[config.mk]
export PLATFORM = sky130hd
export DESIGN_NAME = alfa_sequenciador_flat
export DESIGN_NICKNAME = d
export VERILOG_FILES = /design/src/rtl/alfa_sequenciador_if.sv /design/src/rtl/alfa_sequenciador.sv /design/src/flat_wrapper.sv
export SDC_FILE = /design/constraint.sdc
export NUM_CORES = 1
export LEC_CHECK = 0
export CAP_MARGIN = 25
export CORE_UTILIZATION = 60
export CTS_BUF_LIST = sky130_fd_sc_hd__clkbuf_2 sky130_fd_sc_hd__clkbuf_4 sky130_fd_sc_hd__clkbuf_8
export DETAILED_ROUTE_END_ITERATION = 7
export HOLD_SLACK_MARGIN = 0.1
export PLACE_DENSITY = 0.87
export SETUP_SLACK_MARGIN = 0.1
export SLEW_MARGIN = 25
export SYNTH_ARGS = -nofsm -noshare
export SYNTH_HDL_FRONTEND = slang
export SYNTH_SLANG_ARGS = --single-unit
[constraint.sdc]
create_clock -name clock -period 4.1 [get_ports clock]
set_input_delay 0.41 -clock clock [delete_from_list [all_inputs] [get_ports clock]]
set_output_delay 0.41 -clock clock [all_outputs]
set_load 0.01 [all_outputs]
[src/rtl/alfa_sequenciador_if.sv]
// alfa_sequenciador_if
// Groups the score-write port, playback controls and decoder-facing outputs
// of the melody sequencer into one bundle.
//   master : the controller side (drives score writes and play/stop/loop/len,
//            observes the note outputs)
//   slave  : the sequencer itself
// AW is the score address width and must equal log2 of the sequencer depth.
interface alfa_sequenciador_if #(
    parameter int AW = 4
);
    logic          wr_en;
    logic [AW-1:0] wr_addr;
    logic [6:0]    wr_data;
    logic [AW-1:0] len;
    logic          loop;
    logic          play;
    logic          stop;
    logic          tom;
    logic [2:0]    notas;
    logic          note_on;
    logic [AW-1:0] step;
    logic          busy;
    logic          done;

    modport master (
        output wr_en, wr_addr, wr_data, len, loop, play, stop,
        input  tom, notas, note_on, step, busy, done
    );

    modport slave (
        input  wr_en, wr_addr, wr_data, len, loop, play, stop,
        output tom, notas, note_on, step, busy, done
    );
endinterface

[src/rtl/alfa_sequenciador.sv]
// alfa_sequenciador
// Melody sequencer feeding the Alfa_xylo decoder. Holds an N_STEPS x 7 score
// (rest, tom, notas[2:0], dur[1:0]) and, after a play pulse, presents one
// step at a time on tom/notas, each lasting (dur+1)*TICKS_PER_BEAT cycles
// followed by GAP_TICKS silent cycles.
// Ports:
//   clock    : rising-edge clock
//   reset_n  : asynchronous active-low reset
//   bus      : slave side of alfa_sequenciador_if
//              (wr_en/wr_addr/wr_data, len, loop, play, stop in;
//               tom, notas, note_on, step, busy, done out, all registered)
module alfa_sequenciador #(
    parameter int TICKS_PER_BEAT = 4,
    parameter int GAP_TICKS      = 1,
    parameter int N_STEPS        = 16
) (
    input logic             clock,
    input logic             reset_n,
    alfa_sequenciador_if.slave bus
);
    localparam int AW      = $clog2(N_STEPS);
    // One counter serves both PLAY (up to 4 beats) and GAP.
    localparam int CNT_MAX = (4 * TICKS_PER_BEAT > GAP_TICKS) ? 4 * TICKS_PER_BEAT : GAP_TICKS;
    localparam int CW      = (CNT_MAX > 1) ? $clog2(CNT_MAX) : 1;
    localparam logic [CW-1:0] GAP_LAST = CW'((GAP_TICKS > 0) ? GAP_TICKS - 1 : 0);

    localparam logic [1:0] S_IDLE = 2'd0;
    localparam logic [1:0] S_LOAD = 2'd1;
    localparam logic [1:0] S_PLAY = 2'd2;
    localparam logic [1:0] S_GAP  = 2'd3;

    logic [6:0]    mem [N_STEPS];
    logic [6:0]    entry;
    logic [1:0]    state;
    logic [CW-1:0] cnt;
    logic [CW-1:0] play_last;
    logic          end_of_step;
    logic [AW-1:0] len_q;
    logic [AW-1:0] step_q;
    logic [1:0]    dur_q;
    logic          tom_q;
    logic [2:0]    notas_q;
    logic          note_on_q;
    logic          busy_q;
    logic          done_q;

    // Score storage: plain synchronous-write RAM, never cleared, writable at
    // any time; the sequencer only looks at it during LOAD.
    always_ff @(posedge clock) begin
        if (bus.wr_en) begin
            mem[bus.wr_addr] <= bus.wr_data;
        end
    end

    // Last PLAY count of the current step and the point where the step's
    // fate (next/wrap/finish) is decided. With no gap the decision moves to
    // the final PLAY cycle.
    always_comb begin
        entry       = mem[step_q];
        play_last   = CW'((int'(dur_q) + 1) * TICKS_PER_BEAT - 1);
        end_of_step = 1'b0;
        if (state == S_PLAY && cnt == play_last && GAP_TICKS == 0) begin
            end_of_step = 1'b1;
        end
        if (state == S_GAP && cnt == GAP_LAST) begin
            end_of_step = 1'b1;
        end
    end

    // Sequencer FSM. stop is checked first so it beats both a start request
    // and an end-of-step decision in the same cycle. note_on is loaded from
    // the rest bit on the LOAD->PLAY edge, so it doubles as the registered
    // "not a rest" flag for the whole PLAY phase.
    always_ff @(posedge clock or negedge reset_n) begin
        if (!reset_n) begin
            state     <= S_IDLE;
            cnt       <= '0;
            len_q     <= '0;
            step_q    <= '0;
            dur_q     <= '0;
            tom_q     <= 1'b0;
            notas_q   <= '0;
            note_on_q <= 1'b0;
            busy_q    <= 1'b0;
            done_q    <= 1'b0;
        end else begin
            done_q <= 1'b0;
            if (bus.stop) begin
                state     <= S_IDLE;
                note_on_q <= 1'b0;
                busy_q    <= 1'b0;
            end else if (end_of_step) begin
                note_on_q <= 1'b0;
                if (step_q < len_q) begin
                    step_q <= step_q + AW'(1);
                    state  <= S_LOAD;
                end else if (bus.loop) begin
                    step_q <= '0;
                    state  <= S_LOAD;
                end else begin
                    state  <= S_IDLE;
                    busy_q <= 1'b0;
                    done_q <= 1'b1;
                end
            end else begin
                case (state)
                    S_IDLE: begin
                        if (bus.play) begin
                            len_q  <= bus.len;
                            step_q <= '0;
                            busy_q <= 1'b1;
                            state  <= S_LOAD;
                        end
                    end
                    S_LOAD: begin
                        tom_q     <= entry[5];
                        notas_q   <= entry[4:2];
                        dur_q     <= entry[1:0];
                        note_on_q <= ~entry[6];
                        cnt       <= '0;
                        state     <= S_PLAY;
                    end
                    S_PLAY: begin
                        if (cnt == play_last) begin
                            cnt       <= '0;
                            note_on_q <= 1'b0;
                            state     <= S_GAP;
                        end else begin
                            cnt <= cnt + CW'(1);
                        end
                    end
                    S_GAP: begin
                        cnt <= cnt + CW'(1);
                    end
                    default: begin
                        state <= S_IDLE;
                    end
                endcase
            end
        end
    end

    assign bus.tom     = tom_q;
    assign bus.notas   = notas_q;
    assign bus.note_on = note_on_q;
    assign bus.step    = step_q;
    assign bus.busy    = busy_q;
    assign bus.done    = done_q;
endmodule

[src/flat_wrapper.sv]
// flat-port wrapper written by rule: the top's interface ports become plain ports
module alfa_sequenciador_flat 
#(
    parameter int TICKS_PER_BEAT = 4,
    parameter int GAP_TICKS      = 1,
    parameter int N_STEPS        = 16
)
  (clock, reset_n, bus_wr_en, bus_wr_addr, bus_wr_data, bus_len, bus_loop, bus_play, bus_stop, bus_tom, bus_notas, bus_note_on, bus_step, bus_busy, bus_done);
  alfa_sequenciador_if #(.AW((4))) bus_i ();
  input logic clock;
  input logic reset_n;
  input wire logic [$bits(bus_i.wr_en)-1:0] bus_wr_en;
  input wire logic [$bits(bus_i.wr_addr)-1:0] bus_wr_addr;
  input wire logic [$bits(bus_i.wr_data)-1:0] bus_wr_data;
  input wire logic [$bits(bus_i.len)-1:0] bus_len;
  input wire logic [$bits(bus_i.loop)-1:0] bus_loop;
  input wire logic [$bits(bus_i.play)-1:0] bus_play;
  input wire logic [$bits(bus_i.stop)-1:0] bus_stop;
  output wire logic [$bits(bus_i.tom)-1:0] bus_tom;
  output wire logic [$bits(bus_i.notas)-1:0] bus_notas;
  output wire logic [$bits(bus_i.note_on)-1:0] bus_note_on;
  output wire logic [$bits(bus_i.step)-1:0] bus_step;
  output wire logic [$bits(bus_i.busy)-1:0] bus_busy;
  output wire logic [$bits(bus_i.done)-1:0] bus_done;
  assign bus_i.wr_en = bus_wr_en;
  assign bus_i.wr_addr = bus_wr_addr;
  assign bus_i.wr_data = bus_wr_data;
  assign bus_i.len = bus_len;
  assign bus_i.loop = bus_loop;
  assign bus_i.play = bus_play;
  assign bus_i.stop = bus_stop;
  assign bus_tom = bus_i.tom;
  assign bus_notas = bus_i.notas;
  assign bus_note_on = bus_i.note_on;
  assign bus_step = bus_i.step;
  assign bus_busy = bus_i.busy;
  assign bus_done = bus_i.done;
  alfa_sequenciador #(.TICKS_PER_BEAT(TICKS_PER_BEAT), .GAP_TICKS(GAP_TICKS), .N_STEPS(N_STEPS)) u_core (.clock(clock), .reset_n(reset_n), .bus(bus_i));
endmodule
[Word-level counts from Yosys, hierarchy flattened]
Memory sizes are Yosys's and may differ from the RTL's.
Cells that the tools add are included.
Storage, ports and cells
  register bits after elaboration: 23
  memories kept: 1
  word-level logic and storage cells: 76
  memory bits (writable): 112
  output and inout port bits: 11
  input port bits: 21
Cells by class
  order comparisons: 1
  $add $sub $neg: 4
  eq/ne operators: 9
  multiplexer cells: 31
  reductions and logical operators: 17
  bitwise logic cells: 3
Memory list
  u_core.mem: words 16, bits a word 7, read ports 1, clocked after Yosys merged registers in 0, wr ports 1, RTL line alfa_sequenciador.sv:32  | logic [6:0] mem [N_STEPS];
Operator list (number)
  $mux W4: 6
  $mux W1: 17
  $pmux W4 S3: 1
  $reduce_and A4 Y1: 3
  $mux W2: 5
  $ne A3 B3 Y1 const B: 3
  $reduce_and A3 Y1: 3
  $reduce_bool A3 Y1: 3
  $add A4 B1 Y4 const B: 2
  $ne A4 B3 Y1 const B: 2
  $pmux W2 S3: 1
  $reduce_bool A5 Y1: 1
  $eq A2 B2 Y1 const B: 2
  $eq A4 B4 Y1: 1
  $logic_not A4 Y1: 1
  $lt A4 B4 Y1: 1
  $reduce_bool A2 Y1: 2
  $reduce_bool A4 Y1: 1
  $sub A4 B2 Y4 const B: 1
  $not A1 Y1: 3
  $add A2 B1 Y2 const B: 1
  $eq A2 B1 Y1 const B: 1
  $logic_not A2 Y1: 1
  $pmux W1 S2: 1
  other kinds (2): 2

[Logic depth before layout (Yosys ltp)]
Gate-level depths: netlist of run 1.
  depth in word-level cells: 7
  depth in mapped cells: 9
  depth with buffers taken out: 8

[Least setup slack after synthesis of run 1]
Ideal clock, no wire load.
  path kind: input to register
  start point: in bus_wr_addr[2]
  end point: mem u_core.mem[0][0] (enable)
  setup time: 0.380 ns
  arrival: 1.453 ns
  data required time: 3.720 ns
  stages on the path: 2
  path buffers: 0
  slack: 2.267 ns
  cell sequence: or3b_2 -> nor3_1
RTL lines
  start, declared: RTL line flat_wrapper.sv:13  | input wire logic [$bits(bus_i.wr_addr)-1:0] bus_wr_addr;
  end, declared: RTL line alfa_sequenciador.sv:32
No word-level cell before the write port.

[Worst setup path in the final report of run 1]
  start point: reg u_core.step_q[0], in the netlist u_core.bus.step[0]
  end point: out bus_step[0]
RTL lines
  start, declared: RTL line alfa_sequenciador.sv:39  | logic [AW-1:0] step_q;
  start signal, assigned: RTL line alfa_sequenciador.sv:95  | step_q <= step_q + AW'(1);
  end, declared: RTL line flat_wrapper.sv:22  | output wire logic [$bits(bus_i.step)-1:0] bus_step;
No word-level cell between the ends.

==> results.json, run 1 <==
{
  "status": "complete, no violations",
  "clock-sinks": 135,
  "numPortBuffers": 31,
  "synth_area_leader_cell": "edfxtp_1",
  "ios": 32,
  "hpwl_um": 6972,
  "fillers": 575,
  "cts_tree": "done",
  "crit_path_cell_trace": "clkdlybuf4s50_1",
  "holdBufCountCts": 0,
  "synth-edff-count": 112,
  "routed_wl_um": 10800,
  "syn_inst": 334,
  "synthTopCellsByCount": "112 x edfxtp_1, 29 x nand2_1, 23 x dfrtp_1, 21 x mux4_2, 19 x o21ai_0",
  "r2r_end": "u_core.bus.step[2]$_DFFE_PN0P_",
  "yosysWarnings": 0,
  "synth_area_um2": 5647,
  "die_w_um": 99.01,
  "core_area_um2": 9196,
  "skew_ns": 0.01002,
  "cp_data_arrival_time_ns": 1.92,
  "synthToLayoutAreaGrowth_pct": 14.45,
  "yosysMostFrequentCell": "edfxtp_1",
  "synth_fp_nets": 366,
  "numCtsBuffers": 17,
  "seq_area_um2": 3943,
  "syn_avg_cell_area_um2": 16.91,
  "multiInputGateArea_um2": 1602,
  "utilization": 0.7027,
  "layout_min_cycle_time_ns": 2.334,
  "antenna_found_initial": 0,
  "tightest_slew_ns": 0.7761,
  "maxCapViolCount": 0,
  "die_area_um2": 9803,
  "crit_type": "reg2out",
  "max_stage_delay_ns": 0.82,
  "path_delay_family": "flip-flops",
  "fin_crit_sh": 0.5694,
  "slew_violations": 0,
  "ctsResizeCount": 0,
  "cts_setup_buffers": 0,
  "power_density_nw_per_um2": 525.2,
  "drc": 0,
  "drtIter0Drc": 264,
  "r2r_cells": 6,
  "drive_gt1_frac": 0.1799,
  "vias": 3131,
  "initial_utilization": 0.6140,
  "worst-path-buf-inv": 1,
  "root_buffer": "clkbuf_8",
  "grt_max_degree": 35,
  "cts_max_path_buffers": 2,
  "rsz0062_at_grt": "no",
  "final_nets": 408,
  "r2r-start": "u_core.state[0]$_DFFE_PN0P_",
  "r2r_setup_slack_ns": 1.92,
  "tns_ns": 0,
  "setup_ws_ns": 1.766,
  "yosysUniqueCellTypes": 44,
  "ant_nets": 0,
  "setup_viol": 0,
  "synth.area.top_cells": "edfxtp_1 60%, dfrtp_1 10%, mux4_2 8.4%, mux4_1 3.3%, ha_1 2.4%",
  "gp_congestion": 0.8297,
  "hold_path.class": "in2async",
  "p_leak_nw": 2.252,
  "yosysTopAreaCellShare": 0.5956,
  "critical_path.startpoint_type": "register",
  "yosysSeqAreaShare": 0.6975,
  "clkLatencyLatePin_ns": 0.44,
  "end_kind": "primary output",
  "crit_fanout": 34,
  "cp_slowest_cell": "dfrtp_4",
  "diodes": 0,
  "viasPerCell": 6.262,
  "hold_violations": 0,
  "row_count": 35,
  "synthFlopType": "edfxtp_1",
  "fmax_ghz": 0.4284,
  "drt-pass1-iter-count": 5,
  "required_ns": 3.69,
  "wl_per_cell_um": 21.61,
  "htree_num_levels": 4,
  "ys_seq_elements": 135,
  "grt_pass1_vias": 3185,
  "grt_overflow": 0,
  "peakVddDrop_mv": 0.3395,
  "pre_cts_slack_ns": 1.443,
  "gr-usage-all-layers": 0.2425,
  "relSlewSlack": 0.4807,
  "path_clk_slew_ns": 0.09,
  "ys_async_sr_fraction": 0.1704,
  "grt_pass1_wl_um": 17020,
  "die_h_um": 99.01
}
[final cells by class]
cell class	count	share of cell area
Clock buffer	17	0.03621
Clock inverter	15	0.02788
Inverter	10	0.005808
Multi-Input combinational cell	178	0.2478
Sequential cell	135	0.6101
Tap cell	111	0.02149
Timing Repair Buffer	34	0.05073
[where the power goes]
group,leakage (nW),switching [W],internal (W)
Clock,0.211,0.000595,0.000520
Combinational,0.730,0.000326,0.000275
Sequential,1.31,0.0000915,0.00159
Total,2.25,0.00101,0.00238
[per-stage QoR]
step           std cells  hold slack, ns  area [um2]  total power (W)
2_1_floorplan        334          0.1144        5647         0.002099
3_3_place_gp         466          0.4602        6021         0.002272
3_5_place_dp         467          0.4806        6026         0.002309
4_1_cts              499          0.5004        6440         0.003405
5_1_grt              500          0.5027        6462         0.003550
6_report             500          0.4739        6462         0.003394
[how the worst max path moves through the flow]
stage | to | slack (ns) | start | depth (start not counted)
6_report | bus_step[0] | 1.77 | u_core.bus.step[0]$_DFFE_PN0P_ | 1
5_1_grt | bus_step[0] | 1.63 | u_core.bus.step[0]$_DFFE_PN0P_ | 1
4_1_cts | bus_step[0] | 1.43 | u_core.bus.step[0]$_DFFE_PN0P_ | 1
3_5_place_dp | u_core.mem[0][1]$_DFFE_PP_ | 1.44 | bus_wr_en | 3
3_3_place_gp | u_core.mem[0][1]$_DFFE_PP_ | 1.59 | bus_wr_en | 3
2_1_floorplan | u_core.mem[0][0]$_DFFE_PP_ | 2.27 | bus_wr_addr[2] | 2
[cell usage in the layout (no fill, tap or decap), types with 2 or more instances in the layout]
cell type	instances
inv_6	5
ha_1	11
a21oi_1	15
nand3_1	8
o21ai_0	19
clkinv_4	2
clkinv_8	2
dfrtp_1	22
nor3_1	5
clkdlybuf4s50_1	30
a211oi_2	2
buf_2	2
edfxtp_1	112
mux4_2	21
nand3b_1	2
nor3_2	3
nand2b_1	7
clkbuf_8	17
and2_1	2
mux4_1	7
xnor2_1	2
mux2i_1	8
o211ai_1	2
nand2_1	29
inv_8	5
inv_1	10
nor2_1	16
[kinds of logic (layout without fill, tap and decap cells)]
family	after synthesis	after routing	synth area share
flip-flops	135	135	0.6975
AO/OA/AOI/OAI	48	48	0.05252
multiplexers	37	37	0.1325
XOR/XNOR	3	3	0.004654
AND/OR/NAND/NOR	79	79	0.06692
buffers and inverters	21	76	0.02149
adder cells (fa/ha/maj)	11	11	0.02437
[registers in the layout, indices dropped and copies added (netlist names)]
name                cells
u_core.mem            112
u_core.bus.step         4
u_core.cnt              4
u_core.len_q            4
u_core.bus.notas        3
u_core.dur_q            2
u_core.state            2
u_core.bus.busy         1
u_core.bus.done         1
u_core.bus.note_on      1
u_core.bus.tom          1
[per-layer routing]
layer  vias to the layer above  global-route usage  share of wire
met3                        16             0.07305          0.060
li1                       1395                   -              -
met1                      1583              0.3243           0.42
met5                         -                   0              0
met4                         0             0.07922          0.018
met2                       137              0.3868           0.51
Note: power is estimated with default switching activity, not from simulation.
==> run 2: changes to the inputs <==
- CORE_UTILIZATION: 60 -> 56
- PLACE_DENSITY: 0.87 -> 0.85
- clock period: 4.1 -> 2.1 ns (I/O delays scaled with it)
==> results.json, run 2 (synthesis results as in run 1) <==
{
  "status": "complete, no violations",
  "r2r_cells": 6,
  "hpwl_um": 7328,
  "top_layer_used": "met4",
  "r2r_setup_slack_ns": 0.22,
  "setup_viol": 0,
  "path_clk_slew_ns": 0.09,
  "antenna_found_initial": 0,
  "crit_path_cell_trace": "ha_1, nand4bb_1, buf_4, a211oi_2, o32ai_1, a32o_1",
  "wl_per_cell_um": 20.32,
  "hold_path.class": "in2async",
  "tightest_slew_ns": 0.6292,
  "clkPwrFrac": 0.314,
  "cts_setup_buffers": 0,
  "p_leak_nw": 2.377,
  "grt_overflow": 0,
  "htree_num_levels": 4,
  "holdBufCountCts": 0,
  "relSlewSlack": 0.5792,
  "ctsResizeCount": 0,
  "wl_met3_um": 771,
  "row_count": 36,
  "required_ns": 2.41,
  "ant_nets": 0,
  "internal-power_w": 0.004679,
  "maxCapViolCount": 0,
  "largest_register_ff_count": 112,
  "vias": 3232,
  "final_cell_mix": "112 x edfxtp_1, 31 x clkdlybuf4s50_1, 29 x nand2_1",
  "met2WireLength_um": 5433,
  "dp_cells": 514,
  "utilization": 0.6834,
  "core_area_um2": 9774,
  "die_w_um": 102.4,
  "final_common_cell": "edfxtp_1",
  "p_sw_frac": 0.2955,
  "clkLatencyLatePin_ns": 0.44,
  "clock-sinks": 135,
  "fin_cells": 548,
  "regMostFlops": "u_core.mem",
  "drc": 0,
  "skew_ns": 0.01123,
  "crit_fanout": 8,
  "worst-path-buf-inv": 1,
  "r2r-start": "u_core.state[0]$_DFFE_PN0P_",
  "initial_utilization": 0.5777,
  "p_switching_w": 0.001963,
  "r2r_end": "u_core.bus.step[2]$_DFFE_PN0P_",
  "slew_violations": 0,
  "drt-pass1-iter-count": 5,
  "synthToLayoutAreaGrowth_pct": 18.30,
  "routed_wl_um": 11140,
  "wl_met1_um": 4687,
  "final_nets": 434,
  "numPortBuffers": 31,
  "power_density_nw_per_um2": 994.3,
  "diodes": 0,
  "layout_min_cycle_time_ns": 1.883,
  "cp_slowest_cell": "dfrtp_1",
  "rsz0062_at_grt": "no",
  "drtIter0Drc": 266,
  "end_kind": "register",
  "numCtsBuffers": 17,
  "grt_max_degree": 33,
  "crit_type": "reg2reg",
  "hold_violations": 0,
  "critical_path.startpoint_type": "register",
  "peakVddDrop_mv": 0.5351,
  "root_buffer": "clkbuf_8",
  "tns_ns": 0,
  "grt_pass1_wl_um": 17320,
  "viasPerCell": 5.898,
  "cts_tree": "done",
  "die_area_um2": 10490,
  "fin_crit_sh": 0.8968,
  "drive_gt1_frac": 0.2217,
  "max_stage_delay_ns": 0.41,
  "cp_data_arrival_time_ns": 2.20,
  "cts_max_path_buffers": 2,
  "gr-usage-all-layers": 0.2362,
  "p_total_w": 0.006642,
  "path_delay_family": "compound AO/OA/AOI/OAI gates",
  "ios": 32,
  "fmax_ghz": 0.5310,
  "die_h_um": 102.4,
  "gp_congestion": 0.7814,
  "seq_power_share": 0.487,
  "grt_pass1_vias": 3165,
  "combPwrFrac": 0.199
}
run 2: cell count changes in the layout (fill, tap and decap cells not counted), moves of 2 or more:
| cell | change |
|---|---|
| buf_4 | +26 |
| buf_12 | +2 |
| clkinvlp_4 | +2 |
| inv_6 | -2 |
| nor3_1 | +3 |
| nor3_2 | -3 |
| buf_2 | -2 |
run 2: worst max-delay path by stage:
stage | end | from | cells past startpoint
2_1_floorplan | u_core.state[0]$_DFFE_PN0P_ | u_core.bus.step[2]$_DFFE_PN0P_ | 6
3_3_place_gp | u_core.mem[0][2]$_DFFE_PP_ | bus_wr_en | 4
3_5_place_dp | u_core.mem[0][3]$_DFFE_PP_ | bus_wr_en | 4
4_1_cts | u_core.bus.notas[0]$_DFFE_PN0P_ | u_core.bus.step[0]$_DFFE_PN0P_ | 7
5_1_grt | u_core.cnt[3]$_DFFE_PN0P_ | u_core.state[0]$_DFFE_PN0P_ | 8
6_report | u_core.bus.step[2]$_DFFE_PN0P_ | u_core.state[0]$_DFFE_PN0P_ | 6
run 2: cell type report:
type                       count  area (um2)
clock inverter                15       162.7
clock buffer                  17       234.0
tap                          133       166.4
sequential                   135        3940
timing repair buffer          60       553.0
fill                         640        3094
inverter                      10       37.54
multi-input combinational    178        1587
run 2: power groups by stage:
stage,Clock [W],Combinational (W),Sequential [W]
after floorplan,0,0.000830,0.00327
after global placement,0,0.00126,0.00328
after detailed placement,0,0.00131,0.00329
after CTS,0.00212,0.00132,0.00323
after global routing,0.00225,0.00145,0.00325
final,0.00209,0.00132,0.00323
run 2: worst register-to-register path, cell delays in order (launching register included):
cell and delay (ns):
dfrtp_1 0.41, ha_1 0.25, nand4bb_1 0.19, buf_4 0.22, a211oi_2 0.33, o32ai_1 0.14, a32o_1 0.23
run 2: per-stage QoR:
stage / setup WS, ns / hold slack [ns] / instance area (um2)
3_3_place_gp: 0.2458 / 0.4989 / 6269
5_1_grt: 0.1312 / 0.1364 / 6680
3_5_place_dp: 0.1799 / 0.4991 / 6269
6_report: 0.2167 / 0.09961 / 6680
2_1_floorplan: 0.3474 / -0.08559 / 5647
4_1_cts: 0.1825 / 0.1086 / 6665
run 2: metal layers:
layer | track usage | vias up
li1 | - | 1441
met1 | 0.3230 | 1614
met2 | 0.3722 | 159
met3 | 0.06361 | 18
met4 | 0.08022 | 0
met5 | 0 | -
